[src/rtl/rv_decode_stage.sv]
// RV32I decode stage: combinational decode into the control bundle, one pipeline
// register with valid/ready flow control, load-use bubble insertion and flush.
module rv_decode_stage #(
    parameter int PC_W      = 32,
    parameter int HAZARD_EN = 1,
    parameter int CNT_W     = 16
) (
    input  logic             clk,
    input  logic             rst_n,
    input  logic             in_valid,
    output logic             in_ready,
    input  logic [31:0]      in_inst,
    input  logic [PC_W-1:0]  in_pc,
    input  logic             flush,
    output logic             out_valid,
    input  logic             out_ready,
    output logic [PC_W-1:0]  out_pc,
    output logic [4:0]       out_rs1,
    output logic [4:0]       out_rs2,
    output logic [4:0]       out_rd,
    output logic [2:0]       out_branch,
    output logic             out_mem_read,
    output logic             out_mem_write,
    output logic             out_mem_to_reg,
    output logic             out_reg_write,
    output logic [2:0]       out_mem_op,
    output logic [3:0]       out_alu_op,
    output logic [2:0]       out_alu_src,
    output logic [2:0]       out_imm_op,
    output logic             out_illegal,
    output logic [CNT_W-1:0] bubble_cnt
);
    localparam bit HZ_ON = (HAZARD_EN != 0);

    localparam logic [4:0] KEY_R      = 5'b01100;
    localparam logic [4:0] KEY_IALU   = 5'b00100;
    localparam logic [4:0] KEY_LOAD   = 5'b00000;
    localparam logic [4:0] KEY_STORE  = 5'b01000;
    localparam logic [4:0] KEY_BRANCH = 5'b11000;
    localparam logic [4:0] KEY_JAL    = 5'b11011;
    localparam logic [4:0] KEY_JALR   = 5'b11001;
    localparam logic [4:0] KEY_LUI    = 5'b01101;
    localparam logic [4:0] KEY_AUIPC  = 5'b00101;
    localparam logic [4:0] KEY_FENCE  = 5'b00011;
    localparam logic [4:0] KEY_SYSTEM = 5'b11100;

    localparam logic [2:0] IMM_I = 3'b001;
    localparam logic [2:0] IMM_U = 3'b010;
    localparam logic [2:0] IMM_S = 3'b011;
    localparam logic [2:0] IMM_B = 3'b100;
    localparam logic [2:0] IMM_J = 3'b101;

    // funct3 lines up with the alu_op low bits except sltu, which is remapped.
    function automatic logic [3:0] alu_from_f3(input logic [2:0] f3, input logic alt);
        if (f3 == 3'b011)
            return 4'b1010;
        return {alt, f3};
    endfunction

    logic [4:0] key;
    logic [2:0] f3;
    logic [6:0] f7;
    logic [4:0] rs1, rs2, rd;
    assign key = in_inst[6:2];
    assign f3  = in_inst[14:12];
    assign f7  = in_inst[31:25];
    assign rs1 = in_inst[19:15];
    assign rs2 = in_inst[24:20];
    assign rd  = in_inst[11:7];

    logic       legal, uses_rs1, uses_rs2;
    logic [2:0] d_branch, d_mem_op, d_alu_src, d_imm_op;
    logic [3:0] d_alu_op;
    logic       d_mem_read, d_mem_write, d_mem_to_reg, d_reg_write;

    always_comb begin
        legal        = 1'b1;
        uses_rs1     = 1'b0;
        uses_rs2     = 1'b0;
        d_branch     = 3'b000;
        d_mem_op     = 3'b000;
        d_alu_src    = 3'b000;
        d_imm_op     = 3'b000;
        d_alu_op     = 4'b0000;
        d_mem_read   = 1'b0;
        d_mem_write  = 1'b0;
        d_mem_to_reg = 1'b0;
        d_reg_write  = 1'b0;
        if (in_inst[1:0] != 2'b11) begin
            legal = 1'b0;
        end else begin
            case (key)
                KEY_R: begin
                    legal       = (f7 == 7'b0000000) ||
                                  (f7 == 7'b0100000 && (f3 == 3'b000 || f3 == 3'b101));
                    d_alu_op    = alu_from_f3(f3, f7[5]);
                    d_reg_write = 1'b1;
                    uses_rs1    = 1'b1;
                    uses_rs2    = 1'b1;
                end
                KEY_IALU: begin
                    d_alu_src   = 3'b010;
                    d_imm_op    = IMM_I;
                    d_reg_write = 1'b1;
                    uses_rs1    = 1'b1;
                    d_alu_op    = alu_from_f3(f3, 1'b0);
                    if (f3 == 3'b001) begin
                        legal = (f7 == 7'b0000000);
                    end else if (f3 == 3'b101) begin
                        legal    = (f7 == 7'b0000000) || (f7 == 7'b0100000);
                        d_alu_op = alu_from_f3(f3, f7[5]);
                    end
                end
                KEY_LOAD: begin
                    legal        = (f3 != 3'b011) && (f3 != 3'b110) && (f3 != 3'b111);
                    d_alu_src    = 3'b010;
                    d_imm_op     = IMM_I;
                    d_mem_read   = 1'b1;
                    d_mem_to_reg = 1'b1;
                    d_reg_write  = 1'b1;
                    d_mem_op     = f3;
                    uses_rs1     = 1'b1;
                end
                KEY_STORE: begin
                    legal       = !f3[2] && (f3 != 3'b011);
                    d_alu_src   = 3'b010;
                    d_imm_op    = IMM_S;
                    d_mem_write = 1'b1;
                    d_mem_op    = f3;
                    uses_rs1    = 1'b1;
                    uses_rs2    = 1'b1;
                end
                KEY_BRANCH: begin
                    // funct3[1] selects the unsigned compares, funct3[2]/[0] pick lt/ge and eq/ne.
                    legal    = (f3[2:1] != 2'b01);
                    d_imm_op = IMM_B;
                    d_branch = {1'b1, f3[2], f3[0]};
                    d_alu_op = f3[1] ? 4'b1010 : 4'b1000;
                    uses_rs1 = 1'b1;
                    uses_rs2 = 1'b1;
                end
                KEY_JAL: begin
                    d_alu_src   = 3'b101;
                    d_imm_op    = IMM_J;
                    d_branch    = 3'b001;
                    d_reg_write = 1'b1;
                end
                KEY_JALR: begin
                    legal       = (f3 == 3'b000);
                    d_alu_src   = 3'b101;
                    d_imm_op    = IMM_I;
                    d_branch    = 3'b010;
                    d_reg_write = 1'b1;
                    uses_rs1    = 1'b1;
                end
                KEY_LUI: begin
                    d_alu_op    = 4'b0011;
                    d_alu_src   = 3'b010;
                    d_imm_op    = IMM_U;
                    d_reg_write = 1'b1;
                end
                KEY_AUIPC: begin
                    d_alu_src   = 3'b011;
                    d_imm_op    = IMM_U;
                    d_reg_write = 1'b1;
                end
                KEY_FENCE, KEY_SYSTEM: ;
                default: legal = 1'b0;
            endcase
        end
        if (!legal) begin
            uses_rs1     = 1'b0;
            uses_rs2     = 1'b0;
            d_branch     = 3'b000;
            d_mem_op     = 3'b000;
            d_alu_src    = 3'b000;
            d_imm_op     = 3'b000;
            d_alu_op     = 4'b0000;
            d_mem_read   = 1'b0;
            d_mem_write  = 1'b0;
            d_mem_to_reg = 1'b0;
            d_reg_write  = 1'b0;
        end
        if (rd == 5'd0)
            d_reg_write = 1'b0;
    end

    logic             vld_p1, mem_read_p1, mem_write_p1, mem_to_reg_p1, reg_write_p1, illegal_p1;
    logic [PC_W-1:0]  pc_p1;
    logic [4:0]       rs1_p1, rs2_p1, rd_p1;
    logic [2:0]       branch_p1, mem_op_p1, alu_src_p1, imm_op_p1;
    logic [3:0]       alu_op_p1;
    logic [CNT_W-1:0] bubble_cnt_p1;

    logic adv, hz;
    assign adv = !vld_p1 || out_ready;
    assign hz  = HZ_ON && in_valid && vld_p1 && mem_read_p1 && (rd_p1 != 5'd0) &&
                 ((uses_rs1 && rs1 == rd_p1) || (uses_rs2 && rs2 == rd_p1));
    assign in_ready = flush || (adv && !hz);

    // decode -> execute register; the write-enables are cleared whenever the slot empties
    always_ff @(posedge clk or negedge rst_n) begin
        if (!rst_n) begin
            vld_p1        <= 1'b0;
            pc_p1         <= '0;
            rs1_p1        <= '0;
            rs2_p1        <= '0;
            rd_p1         <= '0;
            branch_p1     <= '0;
            mem_read_p1   <= 1'b0;
            mem_write_p1  <= 1'b0;
            mem_to_reg_p1 <= 1'b0;
            reg_write_p1  <= 1'b0;
            mem_op_p1     <= '0;
            alu_op_p1     <= '0;
            alu_src_p1    <= '0;
            imm_op_p1     <= '0;
            illegal_p1    <= 1'b0;
            bubble_cnt_p1 <= '0;
        end else if (flush || adv) begin
            if (!flush && hz && bubble_cnt_p1 != '1)
                bubble_cnt_p1 <= bubble_cnt_p1 + CNT_W'(1);
            if (!flush && !hz && in_valid) begin
                vld_p1        <= 1'b1;
                pc_p1         <= in_pc;
                rs1_p1        <= rs1;
                rs2_p1        <= rs2;
                rd_p1         <= rd;
                branch_p1     <= d_branch;
                mem_read_p1   <= d_mem_read;
                mem_write_p1  <= d_mem_write;
                mem_to_reg_p1 <= d_mem_to_reg;
                reg_write_p1  <= d_reg_write;
                mem_op_p1     <= d_mem_op;
                alu_op_p1     <= d_alu_op;
                alu_src_p1    <= d_alu_src;
                imm_op_p1     <= d_imm_op;
                illegal_p1    <= !legal;
            end else begin
                vld_p1       <= 1'b0;
                mem_read_p1  <= 1'b0;
                mem_write_p1 <= 1'b0;
                reg_write_p1 <= 1'b0;
            end
        end
    end

    assign out_valid      = vld_p1;
    assign out_pc         = pc_p1;
    assign out_rs1        = rs1_p1;
    assign out_rs2        = rs2_p1;
    assign out_rd         = rd_p1;
    assign out_branch     = branch_p1;
    assign out_mem_read   = mem_read_p1;
    assign out_mem_write  = mem_write_p1;
    assign out_mem_to_reg = mem_to_reg_p1;
    assign out_reg_write  = reg_write_p1;
    assign out_mem_op     = mem_op_p1;
    assign out_alu_op     = alu_op_p1;
    assign out_alu_src    = alu_src_p1;
    assign out_imm_op     = imm_op_p1;
    assign out_illegal    = illegal_p1;
    assign bubble_cnt     = bubble_cnt_p1;
endmodule
[config.mk]
export PLATFORM = sky130hd
export DESIGN_NAME = rv_decode_stage
export DESIGN_NICKNAME = d
export VERILOG_FILES = /design/src/rtl/rv_decode_stage.sv
export SDC_FILE = /design/constraint.sdc
export NUM_CORES = 1
export LEC_CHECK = 0
export CORE_ASPECT_RATIO = 1.4
export CORE_UTILIZATION = 45
export CTS_CLUSTER_DIAMETER = 60
export DETAILED_ROUTE_END_ITERATION = 16
export GPL_TIMING_DRIVEN = 0
export PLACE_DENSITY = 0.81
export SLEW_MARGIN = 20
export SYNTH_ARGS = -nofsm -noshare
export SYNTH_HDL_FRONTEND = slang
export SYNTH_SLANG_ARGS = --single-unit
[constraint.sdc]
create_clock -name clk -period 2.87 [get_ports clk]
set_input_delay 0.287 -clock clk [delete_from_list [all_inputs] [get_ports clk]]
set_output_delay 0.287 -clock clk [all_outputs]
set_load 0.005 [all_outputs]
# After elaboration in Yosys (flattened, before gate mapping)
# Index checks and enable logic that the tools add are counted.
# classes
n_addsub,1
n_eq_ne,22
n_mux,55
n_reduce_logical,43
# ops
operator,n
$mux 1,32
$mux 4,8
$mux 3,9
$eq 5x5->1 const B,4
$pmux 3 s3,2
$add 16x1->16 const B,1
$ne 16x16->1 const B,1
$pmux 4 s4,1
$eq 5x4->1 const B,3
$logic_and 1x1->1,15
$pmux 3 s5,1
$eq 5x3->1 const B,2
$eq 5x5->1,2
$logic_not 5->1,2
$eq 7x6->1 const B,1
$logic_not 7->1,1
$logic_or 1x1->1,7
$pmux 1 s7,1
$reduce_or 7->1,1
$ne 3x3->1 const B,2
$reduce_or 2->1,3
$reduce_or 3->1,2
$reduce_or 6->1,1
$eq 5x2->1 const B,1
13 further kinds,18
# word_totals
register_bits,85
in_bits,69
out_inout_bits,86
elab_cells,137

# Longest topological paths before layout
# Gate-level depths: netlist of run 1.
# depth
ltp_word,14
depth_mapped,9
mapped_depth_nobuf,7

# Worst setup path before layout of run 1
# Ideal clock, no wire load.
# synth_path
path_type,in2reg
startpoint,in in_inst[2]
endpoint,"reg rs1_p1[4], in the netlist out_rs1[4]"
setup_time_ps,125
t_arrival_ps,2202
t_required_ps,2745
slack_ps,543
path_stages,9
path_buffers,3
path_cell_list,buf_6 or3_4 nor4_1 a22oi_1 and4_4 buf_6 o21ai_4 buf_6 mux2_4
# synth_via
elab_chain_len,12
elab_cells_between_ends,30
classes_between,eq/ne (10); mux (8); reduce/logical (12)
# synth_lines
item,line,text
start: declaration,12,"input logic [31:0] in_inst,"
"$eq 5x3->1, or another cell as far along",92,case (key)
"$reduce_or 5->1 (no line), or another cell as far along",-,
$pmux 1 s7 or $mux 1 (tied branches),92,
$mux 1,89,if (in_inst[1:0] != 2'b11) begin
$mux 1,171,if (!legal) begin
$logic_and 1x1->1,198,((uses_rs1 && rs1 == rd_p1) || (uses_rs2 && rs2 == rd_p1));
$logic_or 1x1->1 (*),198,
$logic_and 1x1->1 (*),197,assign hz = HZ_ON && in_valid && vld_p1 && mem_read_p1 && (rd_p1 != 5'd0) &&
$logic_not 1->1 (*),223,if (!flush && !hz && in_valid) begin
$logic_and 1x1->1 (*) (2 in a row),223,
$reduce_and 2->1 (no line) (*),-,
end signal: assignment,226,rs1_p1 <= rs1;
end: declaration,190,"logic [4:0] rs1_p1, rs2_p1, rd_p1;"
# Every way passes the cells marked *; elsewhere a longest branch is shown, timed or not.
# A chain may end at the register's enable or synchronous reset.

# Worst setup path after layout of run 1
# layout_path
startpoint,in in_inst[3]
endpoint,out in_ready
# layout_via
elab_chain_len,11
elab_cells_between_ends,29
classes_between,eq/ne (10); mux (8); reduce/logical (11)
# layout_lines
item,line,text
"$eq 5x3->1, or another cell as far along",92,
"$reduce_or 5->1 (no line), or another cell as far along",-,
$pmux 1 s7 or $mux 1 (tied branches),92,
$mux 1,89,
$mux 1,171,
$logic_and 1x1->1,198,
$logic_or 1x1->1 (*),198,
$logic_and 1x1->1 (*),197,
$logic_not 1->1 (*),199,assign in_ready = flush || (adv && !hz);
$logic_and 1x1->1 (*),199,
$logic_or 1x1->1 (*),199,
end: declaration,11,"output logic in_ready,"
# Marks and branches as above.

==> impl_results.rst, run 1 <==
.. list-table::
   :header-rows: 1

   * - Metric
     - Value
   * - Most used standard cell by instance count after synthesis
     - sky130_fd_sc_hd__dfrtp_1
   * - IO buf count
     - 151
   * - Routed Wire Length
     - 11500 um
   * - Initial antenna violation count
     - 0
   * - ANT nets after route
     - 0
   * - Setup repair after global routing missed its margin
     - no
   * - Die H
     - 116 um
   * - Highest ir drop seen on vdd
     - 0.000391 V
   * - Setup slack of the worst register-to-register path
     - 0.26 ns
   * - Async S/R FF share, synth
     - 1.00
   * - Post-layout power
     - 3.45 mW
   * - Sequential standard cell area
     - 2130 sq um
   * - Total via count after detailed routing
     - 3488
   * - Count of non-filler cells in the finished layout
     - 618
   * - Portion of synthesized cell area occupied by the leading cell type
     - 0.509
   * - Top cell type by total area after synthesis
     - sky130_fd_sc_hd__dfrtp_1
   * - Start-to-end type of the worst setup path
     - in -> out
   * - Synthesized instance count
     - 342
   * - Leakage power of the design
     - 2.71 nW
   * - Critical path startpoint category
     - primary input
   * - GRT Overall Usage
     - 0.245
   * - Dominant register cell in the synthesized netlist
     - sky130_fd_sc_hd__dfrtp_1
   * - Wire length of the first global-routing pass
     - 18400 um
   * - Net count after synthesis
     - 412
   * - Power density over the cells
     - 550 nW/um^2
   * - Distinct cell type count of the synthesized netlist
     - 46
   * - # Post-CTS Setup Buffers
     - 0
   * - Last element of the critical path
     - in_ready
   * - Syn_area_per_cell
     - 12.2 sq um
   * - Top cells by area in the synthesized netlist
     - sky130_fd_sc_hd__dfrtp_1 51%, sky130_fd_sc_hd__mux2_4 11%, sky130_fd_sc_hd__mux2_2 4.6%, sky130_fd_sc_hd__xor2_1 3.8%, sky130_fd_sc_hd__a32o_1 2.6%
   * - Routability Congestion
     - 0.947
   * - Post-route clock period utilization
     - 0.952
   * - I/O Pins
     - 155
   * - Largest net degree at the start of global routing
     - 54
   * - Layout-stage area growth over the synthesis result
     - 50.0%
   * - Residual DRC
     - 0
   * - Global-route congestion overflow total
     - 0
   * - Clk sinks
     - 85
   * - Final critical delay including setup and external delays
     - 2.73 ns
   * - First-pass detailed-route iteration total
     - 7
   * - Final-stage net count
     - 576
   * - Num CTS Buffers
     - 9
   * - Width of the chip
     - 83.4 um
   * - Synthesis Warnings
     - 0
   * - Biggest cell delay along the critical path
     - 0.43 ns
   * - Clock slew at reported path FFs
     - 0.06 ns
   * - Critical Path Fanout Max
     - 10
   * - Result of the run
     - completed
   * - Setup clock skew after layout
     - 0.00813 ns
   * - Critical Path Slowest Stage Cell
     - sky130_fd_sc_hd__or3_4
   * - Core Region
     - 9030 sq um
   * - Synth Cell Area
     - 4180 sq um
   * - Total count of hold-check failures in the final report
     - 0
   * - Count of placed standard cells including taps
     - 601
   * - Transition time of the tightest slew-check pin
     - 0.981 ns
   * - Arrival time worst endpoint
     - 2.45 ns
   * - CTS H-tree lvls
     - 3
   * - Post-synthesis sequential element count
     - 85
   * - Required time of the critical path
     - 2.58 ns
   * - RR Startpoint
     - out_valid
   * - Number of global-route vias before repair
     - 3643
   * - Commonest cells post-synth
     - 85 x sky130_fd_sc_hd__dfrtp_1, 32 x sky130_fd_sc_hd__mux2_4, 23 x sky130_fd_sc_hd__nand2_1, 18 x sky130_fd_sc_hd__xor2_1, 17 x sky130_fd_sc_hd__mux2_2
   * - CP endpoint kind
     - output port
   * - Maxcap violations
     - 0
   * - CP Launch Point
     - in_inst[3]
   * - Share of final-layout standard cells stronger than drive strength 1
     - 0.196
   * - Number of failing setup endpoints in the final timing report
     - 0
   * - Final-layout worst hold slack
     - 0.400 ns
   * - Final core utilization
     - 0.694
   * - Cells traversed along the worst timing path
     - clkdlybuf4s50_1, or3_4, nor4_2, a22oi_1, and4_4, buf_6, buf_6, nor3_2, nor2_1, clkbuf_2
   * - TritonCTS clock tree
     - done
   * - Number of enable flip-flop cells after synthesis
     - 0
   * - Depth of the worst register-to-register path
     - 6
   * - CTS max path bufs
     - 2
   * - Final Max Tran Viols
     - 0
   * - Die footprint
     - 9680 sq um
   * - Clock latency at the later pin of the worst-skew pair
     - 0.34 ns
   * - Dpl ws
     - -0.567 ns
   * - Peak clock frequency supported by timing
     - 366 MHz
   * - Area of the multi-input gates
     - 1950 sq um
   * - Most used cell along the critical path
     - sky130_fd_sc_hd__buf_6
   * - Number of diodes
     - 0
   * - Standard-cell rows
     - 41
   * - Worst path setup slack after routing
     - 0.137 ns
   * - Worst min-delay path category
     - in -> reg
   * - FF-to-FF End
     - bubble_cnt[1]
   * - CTS Root Buffer Type
     - sky130_fd_sc_hd__clkbuf_16
   * - Avg WL per Cell
     - 18.6 um
   * - Number of flip-flops under the largest register name
     - 32
   * - Starting DRT DRC Count
     - 190
   * - Starting density of the core
     - 0.463
   * - Relative slew slack
     - 0.345
   * - Sequential element share of the synthesized area
     - 0.509
   * - Vias/cell
     - 5.64
   * - Layout filler cell count
     - 705
   * - Final HPWL from detailed placement
     - 8530 um
layer usage:
| metal | vias up | GRT usage | part of all wire |
|---|---|---|---|
| li1 | 1575 | - | - |
| met1 | 1705 | 0.282 | 0.38 |
| met2 | 183 | 0.438 | 0.52 |
| met3 | 25 | 0.0591 | 0.072 |
| met4 | 0 | 0.107 | 0.023 |
| met5 | - | 0 | 0 |
critical path, delay by kind of cell:
kind            cells  cell delay (ns)
compound gates      1             0.10
buf+inv             4             0.87
simple gates        5             1.18
cell usage in the layout, fill, tap and decap left out, types with 4 or more instances in the layout:
master / count
sky130_fd_sc_hd__a22o_1: 5
sky130_fd_sc_hd__and2_1: 4
sky130_fd_sc_hd__a21oi_1: 5
sky130_fd_sc_hd__clkdlybuf4s50_1: 146
sky130_fd_sc_hd__clkbuf_1: 4
sky130_fd_sc_hd__clkbuf_16: 9
sky130_fd_sc_hd__and3_1: 6
sky130_fd_sc_hd__mux2_4: 32
sky130_fd_sc_hd__nor2_1: 13
sky130_fd_sc_hd__o21ai_0: 12
sky130_fd_sc_hd__o2bb2ai_1: 5
sky130_fd_sc_hd__xnor2_1: 9
sky130_fd_sc_hd__nor3_1: 14
sky130_fd_sc_hd__buf_4: 5
sky130_fd_sc_hd__dfrtp_1: 85
sky130_fd_sc_hd__nand2_1: 23
sky130_fd_sc_hd__buf_6: 8
sky130_fd_sc_hd__nor4_1: 7
sky130_fd_sc_hd__a32o_1: 11
sky130_fd_sc_hd__xor2_1: 18
sky130_fd_sc_hd__inv_1: 5
sky130_fd_sc_hd__nand4_1: 7
sky130_fd_sc_hd__mux2_2: 17
sky130_fd_sc_hd__nand3_1: 10
what timing repair did:
item                                   in CTS  in global routing
setup endpoints to repair                   3                  4
hold buffers                                1                  0
pin swaps                                   0                  0
resized for setup                          18                  6
endpoints found under the hold margin      32                  0
kinds of logic after synthesis:
family                     after synthesis  share of synthesized area
buffers and inverters                   23                     0.0374
DFF                                     85                      0.509
adders and majority gates                1                    0.00299
muxes                                   49                      0.161
AOI/OAI and AO/OA                       48                     0.0889
and+or+nand+nor                        109                      0.144
xor gates and xnor gates                27                     0.0566
worst min-delay path by stage:
| stage | startpoint | depth (start not counted) | to | slack [ns] |
|---|---|---|---|---|
| finish | in_inst[2] | 3 | out_mem_write | 0.40 |
| CTS | in_inst[2] | 3 | out_alu_op[3] | 0.39 |
| global route | in_inst[2] | 3 | out_mem_write | 0.40 |
| detailed placement | rst_n | 1 | bubble_cnt[0] | 0.26 |
| floorplan | rst_n | 0 | bubble_cnt[0] | -0.009 |
| global placement | out_reg_write | 2 | out_reg_write | 0.48 |
report_power, final:
part	switching, mW	internal [mW]	total, mW
logic	0.246	0.465	0.711
registers	0.0780	1.31	1.39
clock network	0.467	0.877	1.34
total	0.791	2.65	3.45
final cells by class:
cell class,count,area share
plain buffers,18,0.0237
clock buffers,11,0.0387
clock inverters,5,0.0170
inverters,5,0.00299
multi-input cells,234,0.311
flip-flops and latches,85,0.339
well taps,107,0.0214
repair buffers,153,0.246
per-stage QoR:
step	TNS, ns	instance area, sq um
floorplan	0	4180
global placement	-143.36	5820
detailed placement	-13.46	5850
CTS	0	6250
global route	0	6270
finish	0	6270
(Power assumes the default switching activity.)
==> run 2, diff against run 1 <==
--- a/config.mk
+++ b/config.mk
@@ -5,12 +5,14 @@
 export SDC_FILE = /design/constraint.sdc
 export NUM_CORES = 1
 export LEC_CHECK = 0
+export CELL_PAD_IN_SITES_DETAIL_PLACEMENT = 1
+export CELL_PAD_IN_SITES_GLOBAL_PLACEMENT = 2
 export CORE_ASPECT_RATIO = 1.4
-export CORE_UTILIZATION = 45
+export CORE_UTILIZATION = 28
 export CTS_CLUSTER_DIAMETER = 60
 export DETAILED_ROUTE_END_ITERATION = 16
 export GPL_TIMING_DRIVEN = 0
-export PLACE_DENSITY = 0.81
+export PLACE_DENSITY_LB_ADDON = 0.1
 export SLEW_MARGIN = 20
 export SYNTH_ARGS = -nofsm -noshare
 export SYNTH_HDL_FRONTEND = slang
==> run 2 against run 1 <==
  * Critical path depth unchanged
  * Utilization decreased by 25 points
  * Global-route usage decreased by 7.3 points
  * Worst hold slack got worse by 0.022 ns
  * Cell area increased by 2.0%
  * Clock power decreased by 4%
  * Largest cell class unchanged
  * Highest routed layer unchanged
==> impl_results.rst, run 2 (same netlist as run 1, synthesis figures left out) <==
.. list-table::
   :header-rows: 1

   * - Metric
     - Value
   * - Result of the run
     - completed
   * - Residual DRC
     - 0 (unchanged)
   * - Wire length of the first global-routing pass
     - 20400 um (+10%)
   * - Leading cell type in the layout, fill and taps excluded
     - sky130_fd_sc_hd__clkdlybuf4s50_1
   * - TritonCTS clock tree
     - done
   * - Initial antenna violation count
     - 0 (unchanged)
   * - Starting DRT DRC Count
     - 53 (-72%)
   * - Routed Wire Length
     - 12900 um (+12%)
   * - Power density over the cells
     - 530 nW/um^2 (-3.6%)
   * - Routability Congestion
     - 0.785 (-17%)
   * - Num CTS Buffers
     - 9 (unchanged)
   * - Largest net degree at the start of global routing
     - 56 (+3.7%)
   * - Total count of hold-check failures in the final report
     - 0 (unchanged)
   * - Setup clock skew after layout
     - 0.00893 ns (+0.000794 ns)
   * - Die footprint
     - 15400 sq um (+59%)
   * - Final-layout worst hold slack
     - 0.379 ns (-0.0215 ns)
   * - Placed cell areas
     - 5960 sq um (+1.8%)
   * - Worst min-delay path category
     - in -> reg
   * - Total via count after detailed routing
     - 3354 (-3.8%)
   * - Maxcap violations
     - 0 (unchanged)
   * - Final HPWL from detailed placement
     - 9620 um (+13%)
   * - Width of the chip
     - 105 um (+26%)
   * - Most used cells in the layout excluding fill and tap cells
     - 146 x sky130_fd_sc_hd__clkdlybuf4s50_1, 85 x sky130_fd_sc_hd__dfrtp_1, 32 x sky130_fd_sc_hd__mux2_4
   * - Post-route clock period utilization
     - 0.979 (+0.0264)
   * - CTS max path bufs
     - 2 (unchanged)
   * - Clk sinks
     - 85 (unchanged)
   * - Relative slew slack
     - 0.428 (+0.0836)
   * - Required time of the critical path
     - 2.58 ns (about the same)
   * - Share of final-layout standard cells stronger than drive strength 1
     - 0.199 (+0.00352)
   * - Peak clock frequency supported by timing
     - 356 MHz (-2.7%)
   * - CTS Root Buffer Type
     - sky130_fd_sc_hd__clkbuf_16
   * - Number of global-route vias before repair
     - 3656 (+0.36%)
   * - Setup repair after global routing missed its margin
     - yes
   * - CP endpoint kind
     - output port
   * - Critical path startpoint category
     - primary input
   * - Clock latency at the later pin of the worst-skew pair
     - 0.34 ns (about the same)
   * - IO buf count
     - 151 (unchanged)
   * - Clock slew at reported path FFs
     - 0.06 ns (about the same)
   * - Global-route congestion overflow total
     - 0 (unchanged)
   * - Final-stage net count
     - 577 (+0.17%)
   * - Critical Path Fanout Max
     - 10 (unchanged)
   * - Final non-filler cell area
     - 6390 sq um (+2.0%)
   * - Starting density of the core
     - 0.288 (-0.175)
   * - Die H
     - 147 um (+26%)
   * - Number of flip-flops under the largest register name
     - 32 (unchanged)
   * - I/O Pins
     - 155 (unchanged)
   * - Highest ir drop seen on vdd
     - 0.000253 V (-35%)
   * - Layout-stage area growth over the synthesis result
     - 53.0%
   * - Start-to-end type of the worst setup path
     - in -> out
   * - ANT nets after route
     - 0 (unchanged)
   * - Standard-cell rows
     - 52 (+27%)
   * - Leakage power of the design
     - 2.72 nW (+0.32%)
   * - GRT Overall Usage
     - 0.173 (-0.0726)
   * - Core Region
     - 14500 sq um (+61%)
   * - Transition time of the tightest slew-check pin
     - 0.854 ns (-0.127 ns)
   * - Avg WL per Cell
     - 18.3 um (-1.5%)
   * - Final critical delay including setup and external delays
     - 2.81 ns (+0.0758 ns)
   * - Number of diodes
     - 0 (unchanged)
   * - First-pass detailed-route iteration total
     - 4 (-3)
   * - Final Max Tran Viols
     - 0 (unchanged)
   * - Number of failing setup endpoints in the final timing report
     - 0 (unchanged)
   * - CTS H-tree lvls
     - 3 (unchanged)
   * - Vias/cell
     - 4.78 (-15%)
   * - Arrival time worst endpoint
     - 2.52 ns (+0.07 ns)
## run 2: worst max-delay path, cell delays in order
cell                              delay, ns
sky130_fd_sc_hd__clkdlybuf4s50_1       0.40
sky130_fd_sc_hd__or4_4                 0.57
sky130_fd_sc_hd__a211oi_2              0.16
sky130_fd_sc_hd__o311ai_1              0.10
sky130_fd_sc_hd__and4_4                0.19
sky130_fd_sc_hd__buf_6                 0.14
sky130_fd_sc_hd__buf_6                 0.14
sky130_fd_sc_hd__nor3_1                0.17
sky130_fd_sc_hd__nor2_1                0.05
sky130_fd_sc_hd__dlygate4sd2_1         0.29
## run 2: final timing paths
path                               startpoint        endpoint  slack (ns)  cells after the start
worst min-delay path               in_inst[2]   out_mem_op[2]        0.38                      3
min in group asynchronous               rst_n  bubble_cnt[10]        0.40                      2
max in group asynchronous               rst_n      out_rs2[0]        1.87                      3
worst max register to register      out_valid   bubble_cnt[1]        0.26                      6
worst min register to register  out_alu_op[1]   out_alu_op[1]        0.50                      1
worst max-delay path              in_inst[26]        in_ready        0.06                     10
## run 2: cell type report
class | count | area (sq um)
tap | 189 | 236
clock inverter | 6 | 92.6
clock buffer | 10 | 229
inverter | 5 | 18.8
timing repair buffer | 154 | 1560
multi-input combinational | 234 | 1980
buffer | 18 | 159
fill | 1569 | 8110
sequential | 85 | 2130
## run 2: stage by stage
step	utilization	std cells	setup TNS (ns)	power, mW	setup slack (ns)
after detailed placement	0.410	683	-22.47	2.13	-0.625
after floorplan	-	342	0	1.69	0.543
after CTS	0.438	701	0	3.44	0.000175
after global routing	0.441	701	-0.0391	3.55	-0.0391
final	0.441	701	0	3.39	0.0608
after global placement	0.409	682	-183.61	2.11	-1.88
## run 2: per-layer routing
metal | wire [um] | vias up | part of all wire | track usage
met1 | 5140 | 1680 | 0.40 | 0.198
met5 | 0 | - | 0 | 0
met3 | 459 | 12 | 0.036 | 0.0304
li1 | - | 1581 | - | -
met2 | 7060 | 81 | 0.55 | 0.318
met4 | 199 | 0 | 0.015 | 0.0613
## run 2: repair_timing
action	in CTS	in global routing
resized for setup	19	13
hold endpoints to repair	30	0
hold buffers	1	0
pin swaps	1	1
setup endpoints to repair	15	9
setup buffers	1	0
## run 2: report_power, final
| part | total, mW | internal [mW] | switching, mW |
|---|---|---|---|
| Combinational | 0.724 | 0.470 | 0.253 |
| Sequential | 1.39 | 1.31 | 0.0769 |
| Clock | 1.28 | 0.770 | 0.508 |
